**src/rtl/stopwatch_pkg.sv**
```systemverilog
// Shared constants for the stopwatch sequencing controller:
// state encoding and BCD digit limits.
package stopwatch_pkg;

    localparam logic [1:0] ST_PAUSED  = 2'd0;
    localparam logic [1:0] ST_RUNNING = 2'd1;
    localparam logic [1:0] ST_ADJUST  = 2'd2;

    localparam logic [3:0] BCD_MAX_ONES = 4'd9;
    localparam logic [3:0] BCD_MAX_TENS = 4'd5;

endpackage

```
**src/rtl/bcd_mod60.sv**
```systemverilog
// Two-digit BCD counter 00..(MAX_TENS)9 with synchronous clear
// and a carry that fires on the wrap back to 00.
module bcd_mod60
    import stopwatch_pkg::*;
#(
    parameter int MAX_TENS = int'(BCD_MAX_TENS)
) (
    input  logic       clk,
    input  logic       rst,
    input  logic       inc,
    input  logic       clr,
    output logic [3:0] tens,
    output logic [3:0] ones,
    output logic       carry_out
);

    localparam logic [3:0] TENS_TOP = 4'(MAX_TENS);

    logic [3:0] tens_q, tens_d;
    logic [3:0] ones_q, ones_d;
    logic       ones_top;
    logic       tens_top;

    // Next digit values; clear wins over increment.
    always_comb begin
        ones_top  = (ones_q >= BCD_MAX_ONES);
        tens_top  = (tens_q >= TENS_TOP);
        carry_out = inc & ~clr & ones_top & tens_top;
        tens_d    = tens_q;
        ones_d    = ones_q;
        if (clr) begin
            tens_d = 4'd0;
            ones_d = 4'd0;
        end else if (inc) begin
            if (ones_top) begin
                ones_d = 4'd0;
                tens_d = tens_top ? 4'd0 : tens_q + 4'd1;
            end else begin
                ones_d = ones_q + 4'd1;
            end
        end
    end

    // Digit registers.
    always_ff @(posedge clk or posedge rst) begin
        if (rst) begin
            tens_q <= 4'd0;
            ones_q <= 4'd0;
        end else begin
            tens_q <= tens_d;
            ones_q <= ones_d;
        end
    end

    assign tens = tens_q;
    assign ones = ones_q;

endmodule

```
**src/rtl/stopwatch_ctrl.sv**
```systemverilog
// Stopwatch sequencing controller: RUNNING/PAUSED/ADJUST FSM,
// MM:SS BCD time registers and blinking display enable.
module stopwatch_ctrl
    import stopwatch_pkg::*;
#(
    parameter bit START_RUNNING = 1'b0,
    parameter int MAX_TENS      = int'(BCD_MAX_TENS)
) (
    input  logic       CLK,
    input  logic       RST,
    input  logic       TICK_1HZ,
    input  logic       TICK_2HZ,
    input  logic       TICK_BLINK,
    input  logic       BTN_PAUSE,
    input  logic       BTN_CLR,
    input  logic       ADJ,
    input  logic       SEL,
    output logic [3:0] MT,
    output logic [3:0] MO,
    output logic [3:0] ST,
    output logic [3:0] SO,
    output logic       EN,
    output logic       PAUSED
);

    localparam logic [1:0] RST_STATE =
        START_RUNNING ? ST_RUNNING : ST_PAUSED;

    logic [1:0] state_q, state_d;
    logic       blink_q, blink_d;
    logic       en_q, en_d;
    logic       paused_q, paused_d;

    logic run_now;
    logic adj_now;
    logic sec_inc;
    logic min_inc;
    logic sec_carry;
    logic min_carry;

    // Increment enables are decoded from the pre-edge state.
    always_comb begin
        run_now = (state_q == ST_RUNNING);
        adj_now = (state_q == ST_ADJUST);
        sec_inc = (run_now & TICK_1HZ)
                | (adj_now & TICK_2HZ & SEL);
        min_inc = (run_now & sec_carry)
                | (adj_now & TICK_2HZ & ~SEL);
    end

    // Next state, blink phase and registered status outputs.
    always_comb begin
        state_d = state_q;
        if (ADJ) begin
            state_d = ST_ADJUST;
        end else if (state_q == ST_ADJUST) begin
            state_d = ST_PAUSED;
        end else if (BTN_PAUSE) begin
            state_d = (state_q == ST_RUNNING) ? ST_PAUSED : ST_RUNNING;
        end

        // Phase restarts at 1 on every entry to ADJUST.
        if (state_q != ST_ADJUST) begin
            blink_d = 1'b1;
        end else begin
            blink_d = TICK_BLINK ? ~blink_q : blink_q;
        end

        en_d     = (state_d == ST_ADJUST) ? blink_d : 1'b1;
        paused_d = (state_d != ST_RUNNING);
    end

    // Control registers.
    always_ff @(posedge CLK or posedge RST) begin
        if (RST) begin
            state_q  <= RST_STATE;
            blink_q  <= 1'b1;
            en_q     <= 1'b1;
            paused_q <= (RST_STATE != ST_RUNNING);
        end else begin
            state_q  <= state_d;
            blink_q  <= blink_d;
            en_q     <= en_d;
            paused_q <= paused_d;
        end
    end

    bcd_mod60 #(
        .MAX_TENS (MAX_TENS)
    ) u_sec (
        .clk       (CLK),
        .rst       (RST),
        .inc       (sec_inc),
        .clr       (BTN_CLR),
        .tens      (ST),
        .ones      (SO),
        .carry_out (sec_carry)
    );

    bcd_mod60 #(
        .MAX_TENS (MAX_TENS)
    ) u_min (
        .clk       (CLK),
        .rst       (RST),
        .inc       (min_inc),
        .clr       (BTN_CLR),
        .tens      (MT),
        .ones      (MO),
        .carry_out (min_carry)
    );

    assign EN     = en_q;
    assign PAUSED = paused_q;

endmodule

```
**config.mk**
```make
export PLATFORM = sky130hd
export DESIGN_NAME = stopwatch_ctrl
export DESIGN_NICKNAME = d
export VERILOG_FILES = /design/src/rtl/stopwatch_pkg.sv /design/src/rtl/bcd_mod60.sv /design/src/rtl/stopwatch_ctrl.sv
export SDC_FILE = /design/constraint.sdc
export NUM_CORES = 1
export LEC_CHECK = 0
export BUFFER_PORTS_ARGS = -buffer_cell sky130_fd_sc_hd__buf_4
export CAP_MARGIN = 20
export CORE_MARGIN = 2
export CORE_UTILIZATION = 54
export CTS_CLUSTER_DIAMETER = 60
export DETAILED_ROUTE_END_ITERATION = 16
export GPL_TIMING_DRIVEN = 0
export PLACE_DENSITY = 0.89
export REMOVE_ABC_BUFFERS = 1
export SETUP_SLACK_MARGIN = 0.15
export SLEW_MARGIN = 0
export SYNTH_ARGS = -nofsm -noshare
export SYNTH_HDL_FRONTEND = slang
export SYNTH_HIERARCHICAL = 1
export SYNTH_SLANG_ARGS = --single-unit
```
**constraint.sdc**
```tcl
create_clock -name CLK -period 3.1 [get_ports CLK]
set_input_delay 0.155 -clock CLK [delete_from_list [all_inputs] [get_ports CLK]]
set_output_delay 0.155 -clock CLK [all_outputs]
set_load 0.03 [all_outputs]
```
==> results.sh, run 1 <==
export IMPL_dpl_cell_count=197
export IMPL_cp_max_fo=10
export IMPL_dpl_instance_area_um2=1540
export IMPL_grt_pass1_wl_um=4330
export IMPL_grt_ovfl_total=0
export IMPL_clock_fmax_mhz=363
export IMPL_dpl_hpwl_um=1970
export IMPL_status="complete, no violations"
export IMPL_drv_cap=0
export IMPL_syn_to_final_growth_pct=19.8
export IMPL_finalMaxSlewViolations=0
export IMPL_portBuffers=26
export IMPL_remaining_drc_errors=0
export IMPL_postCtsSetupBuffers=0
export IMPL_synth_avg_cell_area_um2=9.08
export IMPL_worst_pin_slew_ns=1.05
export IMPL_fp_dieW_um=53.7
export IMPL_hp_class="in2reg"
export IMPL_period_share_pct=88.9
export IMPL_setup_tns_ns=0
export IMPL_grt_max_degree=22
export IMPL_dieArea_um2=2890
export IMPL_die_y_um=53.7
export IMPL_slew_headroom_pct=29.6
export IMPL_rsz0062_at_grt="false"
export IMPL_n_antenna_cell=0
export IMPL_fill_cells=199
export IMPL_syn_area_um2=1340
export IMPL_cts_tree="done"
export IMPL_skew_ns=0.00516
export IMPL_vias=1172
export IMPL_final_common_cell="buf_4"
export IMPL_ff2ff_path_depth=10
export IMPL_clock_latency_ns=0.31
export IMPL_grt_pass1_vias=1039
export IMPL_layout_nets=195
export IMPL_final_area_um2=1600
export IMPL_criticalPathCategory="reg2reg"
export IMPL_setup_violations=0
export IMPL_drt_iter0_markers=40
export IMPL_crit_required_ns=3.34
export IMPL_wl_per_cell_um=14.1
export IMPL_layout_common_cells="buf_4 (26), inv_1 (18), dfrtp_1 (18)"
export IMPL_netlist_instances=147
export IMPL_cp_data_arrival_time_ns=3.00
export IMPL_min_period_ns=2.75
export IMPL_cts_sinks=21
export IMPL_yosysWarningCount=6
export IMPL_final_cells=203
export IMPL_ir_drop_uv=310
export IMPL_drive_gt1_share_pct=23.7
export IMPL_hold_violations=0
export IMPL_cts_root_buf="clkbuf_4"
export IMPL_dr_pass1_iters=4
export IMPL_crit_path_end_kind="flop"
export IMPL_cts_buffers=3
export IMPL_htreeDepth=1
export IMPL_rows=18
export IMPL_worst_slack_ns=0.345
export IMPL_io_pins=27
export IMPL_vias_per_cell=5.77
export IMPL_hold_depth=3
export IMPL_cts_max_path_buffers=2
export IMPL_core_area_um2=2410
export IMPL_power_leakage_uw=0.000690
export IMPL_gp_congestion=0.816
export IMPL_ant_nets=0
export IMPL_antenna_found_initial=0
export IMPL_initial_core_util_pct=55.4
export IMPL_clk_pin_slew_worst_paths_ns=0.12
export IMPL_p_per_area_nw_per_um2=316
export IMPL_grt_usage_pct=21.0
export IMPL_wirelength_um=2860
export IMPL_pre_cts_ws_ns=-0.209
export IMPL_crit_path_start_kind="flop"
==> registers in the layout (all words and copies together), names as in the netlist <==
signal      count
EN              1
u_sec/tens      4
u_min/tens      4
state_q         2
blink_q         1
u_sec/ones      4
PAUSED          1
u_min/ones      4
==> cell type report <==
cell class              instances  area [um2]  share of cell area [%]
clock buffers                   4        26.3                    1.64
inverters                      18        67.6                    4.23
multi-input cells             102         723                    45.2
flip-flops and latches         21         529                    33.1
well taps                      30        37.5                    2.35
repair buffers                 28         215                    13.5
==> worst max-delay path: stages, from the launching register on <==
cell,delay (ns)
dfrtp_1,0.51
and2b_2,0.27
nand3_1,0.08
o21ai_2,0.15
nand2_2,0.15
nor4_1,0.27
nand2_1,0.14
o21ai_4,0.22
nand2_1,0.16
or4_1,0.54
a21oi_1,0.19
==> power breakdown <==
| group | leakage (uW) | total, uW | switching (uW) | internal [uW] |
|---|---|---|---|---|
| sequential | 0.000279 | 293 | 9.86 | 283 |
| combinational | 0.000395 | 72.9 | 44.8 | 28.1 |
| clock | 0.0000150 | 139 | 88.2 | 50.4 |
| total | 0.000690 | 505 | 143 | 362 |
==> stage by stage <==
stage	power (uW)	hold WS (ns)	util, %
2_1_floorplan	337	-0.0687	-
3_3_place_gp	362	0.0737	63.7
3_5_place_dp	365	0.0803	63.7
4_1_cts	503	0.103	65.8
5_1_grt	527	0.115	66.4
6_report	505	0.128	66.4
==> per-layer routing <==
layer  part of all wire (%)  routed length, um  track usage, %
met1                     40               1150            23.5
met2                     53               1530            37.4
met3                    5.0                144            6.11
met4                    1.5                 43            7.69
met5                      0                  0               0
==> worst paths after layout <==
kind,to,startpoint,slack [ns]
worst min-delay path,blink_q,TICK_BLINK,0.13
worst max register to register,u_min/tens[3],state_q[0],0.35
worst max-delay path,u_min/tens[3],state_q[0],0.35
min in group asynchronous,state_q[0],RST,0.31
max in group asynchronous,u_sec/tens[1],RST,2.50
worst min register to register,u_min/ones[2],u_min/ones[2],0.59
==> what timing repair did <==
action | 4_1_cts | 5_1_grt
hold buffers | 2 | 0
setup endpoints to repair | 5 | 4
endpoints found under the hold margin | 22 | 0
resized for setup | 3 | 3
Power figures use the tool's default switching activity.
==> inputs of run 2 (changes only) <==
==> constraint.sdc (replaced) <==
create_clock -name CLK -period 3.1 [get_ports CLK]
set_input_delay 0.62 -clock CLK [delete_from_list [all_inputs] [get_ports CLK]]
set_output_delay 0.62 -clock CLK [all_outputs]
set_load 0.1 [all_outputs]
==> run 2 against run 1 <==
Against the previous run: clock skew is essentially flat; count of clock-buffer cells in the layout did not move; sequential share of layout area up 0.42 points; wire length shrank 3.6%; register-to-register slack hardly changed.
==> results.sh, run 2 (synthesis results as in run 1) <==
export IMPL_hp_class="in2async"
export IMPL_clock_latency_ns=0.32
export IMPL_final_cells=201
export IMPL_layout_common_cells="buf_4 (26), inv_1 (18), dfrtp_1 (18)"
export IMPL_utilization_pct=65.5
export IMPL_gp_congestion=0.816
export IMPL_vias_per_cell=5.74
export IMPL_cts_root_buf="clkbuf_4"
export IMPL_setup_violations=0
export IMPL_portBuffers=26
export IMPL_clk_pin_slew_worst_paths_ns=0.12
export IMPL_vias=1153
export IMPL_worst_pin_slew_ns=1.03
export IMPL_grt_pass1_vias=994
export IMPL_remaining_drc_errors=0
export IMPL_final_area_um2=1580
export IMPL_slew_headroom_pct=30.9
export IMPL_power_leakage_uw=0.000681
export IMPL_grt_ovfl_total=0
export IMPL_ff2ff_path_depth=10
export IMPL_critPathSlowestCell="or4_1"
export IMPL_use_met1_pct=22.9
export IMPL_io_pins=27
export IMPL_dpl_hpwl_um=1970
export IMPL_grt_pass1_wl_um=4180
export IMPL_dpl_cell_count=197
export IMPL_worst_slack_ns=0.346
export IMPL_htreeDepth=1
export IMPL_r2r_start="state_q[0]"
export IMPL_p_per_area_nw_per_um2=332
export IMPL_min_period_ns=2.75
export IMPL_wl_per_cell_um=13.7
export IMPL_cp_data_arrival_time_ns=3.00
export IMPL_pre_cts_ws_ns=-0.380
export IMPL_drive_gt1_share_pct=24.0
export IMPL_status="complete, no violations"
export IMPL_core_area_um2=2410
export IMPL_crit_path_end_kind="flop"
export IMPL_cpPeakStageDelay_ns=0.55
export IMPL_finalMaxSlewViolations=0
export IMPL_rsz0062_at_grt="false"
export IMPL_cts_max_path_buffers=2
export IMPL_ir_drop_uv=326
export IMPL_cts_tree="done"
export IMPL_rows=18
export IMPL_rrSetupSlack_ns=0.35
export IMPL_period_share_pct=88.8
export IMPL_skew_ns=0.00542
export IMPL_layout_nets=193
export IMPL_crit_required_ns=3.34
export IMPL_grt_use_met3_pct=6.39
export IMPL_cp_cell_sequence="and2b_2 -> nand3_1 -> o21ai_2 -> nand2_2 -> nor4_1 -> nand2_1 -> o21ai_4 -> nand2_1 -> or4_1 -> a21oi_1"
export IMPL_dr_pass1_iters=4
export IMPL_final_common_cell="buf_4"
export IMPL_drt_iter0_markers=39
export IMPL_dpl_instance_area_um2=1540
export IMPL_grt_max_degree=22
export IMPL_antenna_found_initial=0
export IMPL_ant_nets=0
export IMPL_r2r_end="u_min/tens[3]"
export IMPL_criticalPathCategory="reg2reg"
export IMPL_crit_path_start_kind="flop"
export IMPL_die_y_um=53.7
export IMPL_grt_busiest_layer="met2"
export IMPL_cts_sinks=21
export IMPL_n_antenna_cell=0
export IMPL_hold_violations=0
export IMPL_drv_cap=0
export IMPL_grt_util_met2_pct=35.4
export IMPL_dieArea_um2=2890
export IMPL_crit_top_cell="nand2_1"
export IMPL_fp_dieW_um=53.7
export IMPL_cts_buffers=3
export IMPL_clock_fmax_mhz=363
export IMPL_cp_max_fo=10
export IMPL_syn_to_final_growth_pct=18.3
export IMPL_postCtsHoldBufs=0
export IMPL_wirelength_um=2760
export IMPL_grt_usage_pct=20.2
export IMPL_initial_core_util_pct=55.4
==> run 2: layout make-up <==
type | instances | area (um2)
Sequential cell | 21 | 529
Tap cell | 30 | 37.5
Inverter | 18 | 67.6
Fill cell | 202 | 831
Clock buffer | 4 | 26.3
Multi-Input combinational cell | 102 | 723
Timing Repair Buffer | 26 | 195
==> run 2: critical path, delay by kind of cell, from the launching register on <==
| kind | cells | cell delay (ns) |
|---|---|---|
| AOI/OAI and AO/OA | 3 | 0.56 |
| DFF | 1 | 0.51 |
| and+or+nand+nor | 7 | 1.62 |
==> run 2: metrics by stage <==
stage | TNS (ns) | total power, uW | hold slack, ns
6_report | 0 | 524 | 0.198
4_1_cts | 0 | 523 | 0.197
3_3_place_gp | -0.739 | 383 | 0.539
5_1_grt | 0 | 545 | 0.204
3_5_place_dp | -1.27 | 387 | 0.545
2_1_floorplan | -0.240 | 358 | 0.396
==> run 2: power breakdown <==
part           switching (uW)  total (uW)  internal, uW
clock                    88.9         139          50.4
combinational            64.7        91.3          26.6
sequential               9.61         293           283
==> run 2: worst max path at each step <==
stage          cells after the start           from            end
3_3_place_gp                      10       TICK_1HZ  u_min/tens[3]
2_1_floorplan                      9  u_sec/ones[0]  u_min/tens[3]
6_report                          10     state_q[0]  u_min/tens[3]
3_5_place_dp                      10       TICK_1HZ  u_min/tens[3]
4_1_cts                           10     state_q[0]  u_min/tens[3]
5_1_grt                           10     state_q[0]  u_min/tens[3]
==> run 2: repair_timing <==
| item | CTS | global route |
|---|---|---|
| gates cloned | 0 | 0 |
| endpoints found under the setup margin | 5 | 4 |
| setup buffers | 0 | 0 |
| gates resized for setup | 3 | 3 |
| pin swaps | 0 | 0 |
==> run 2: per-layer routing <==
metal,vias to the layer above,wire length [um]
met5,-,0
met3,4,124
li1,568,-
met4,0,22
met1,551,1130
met2,30,1480
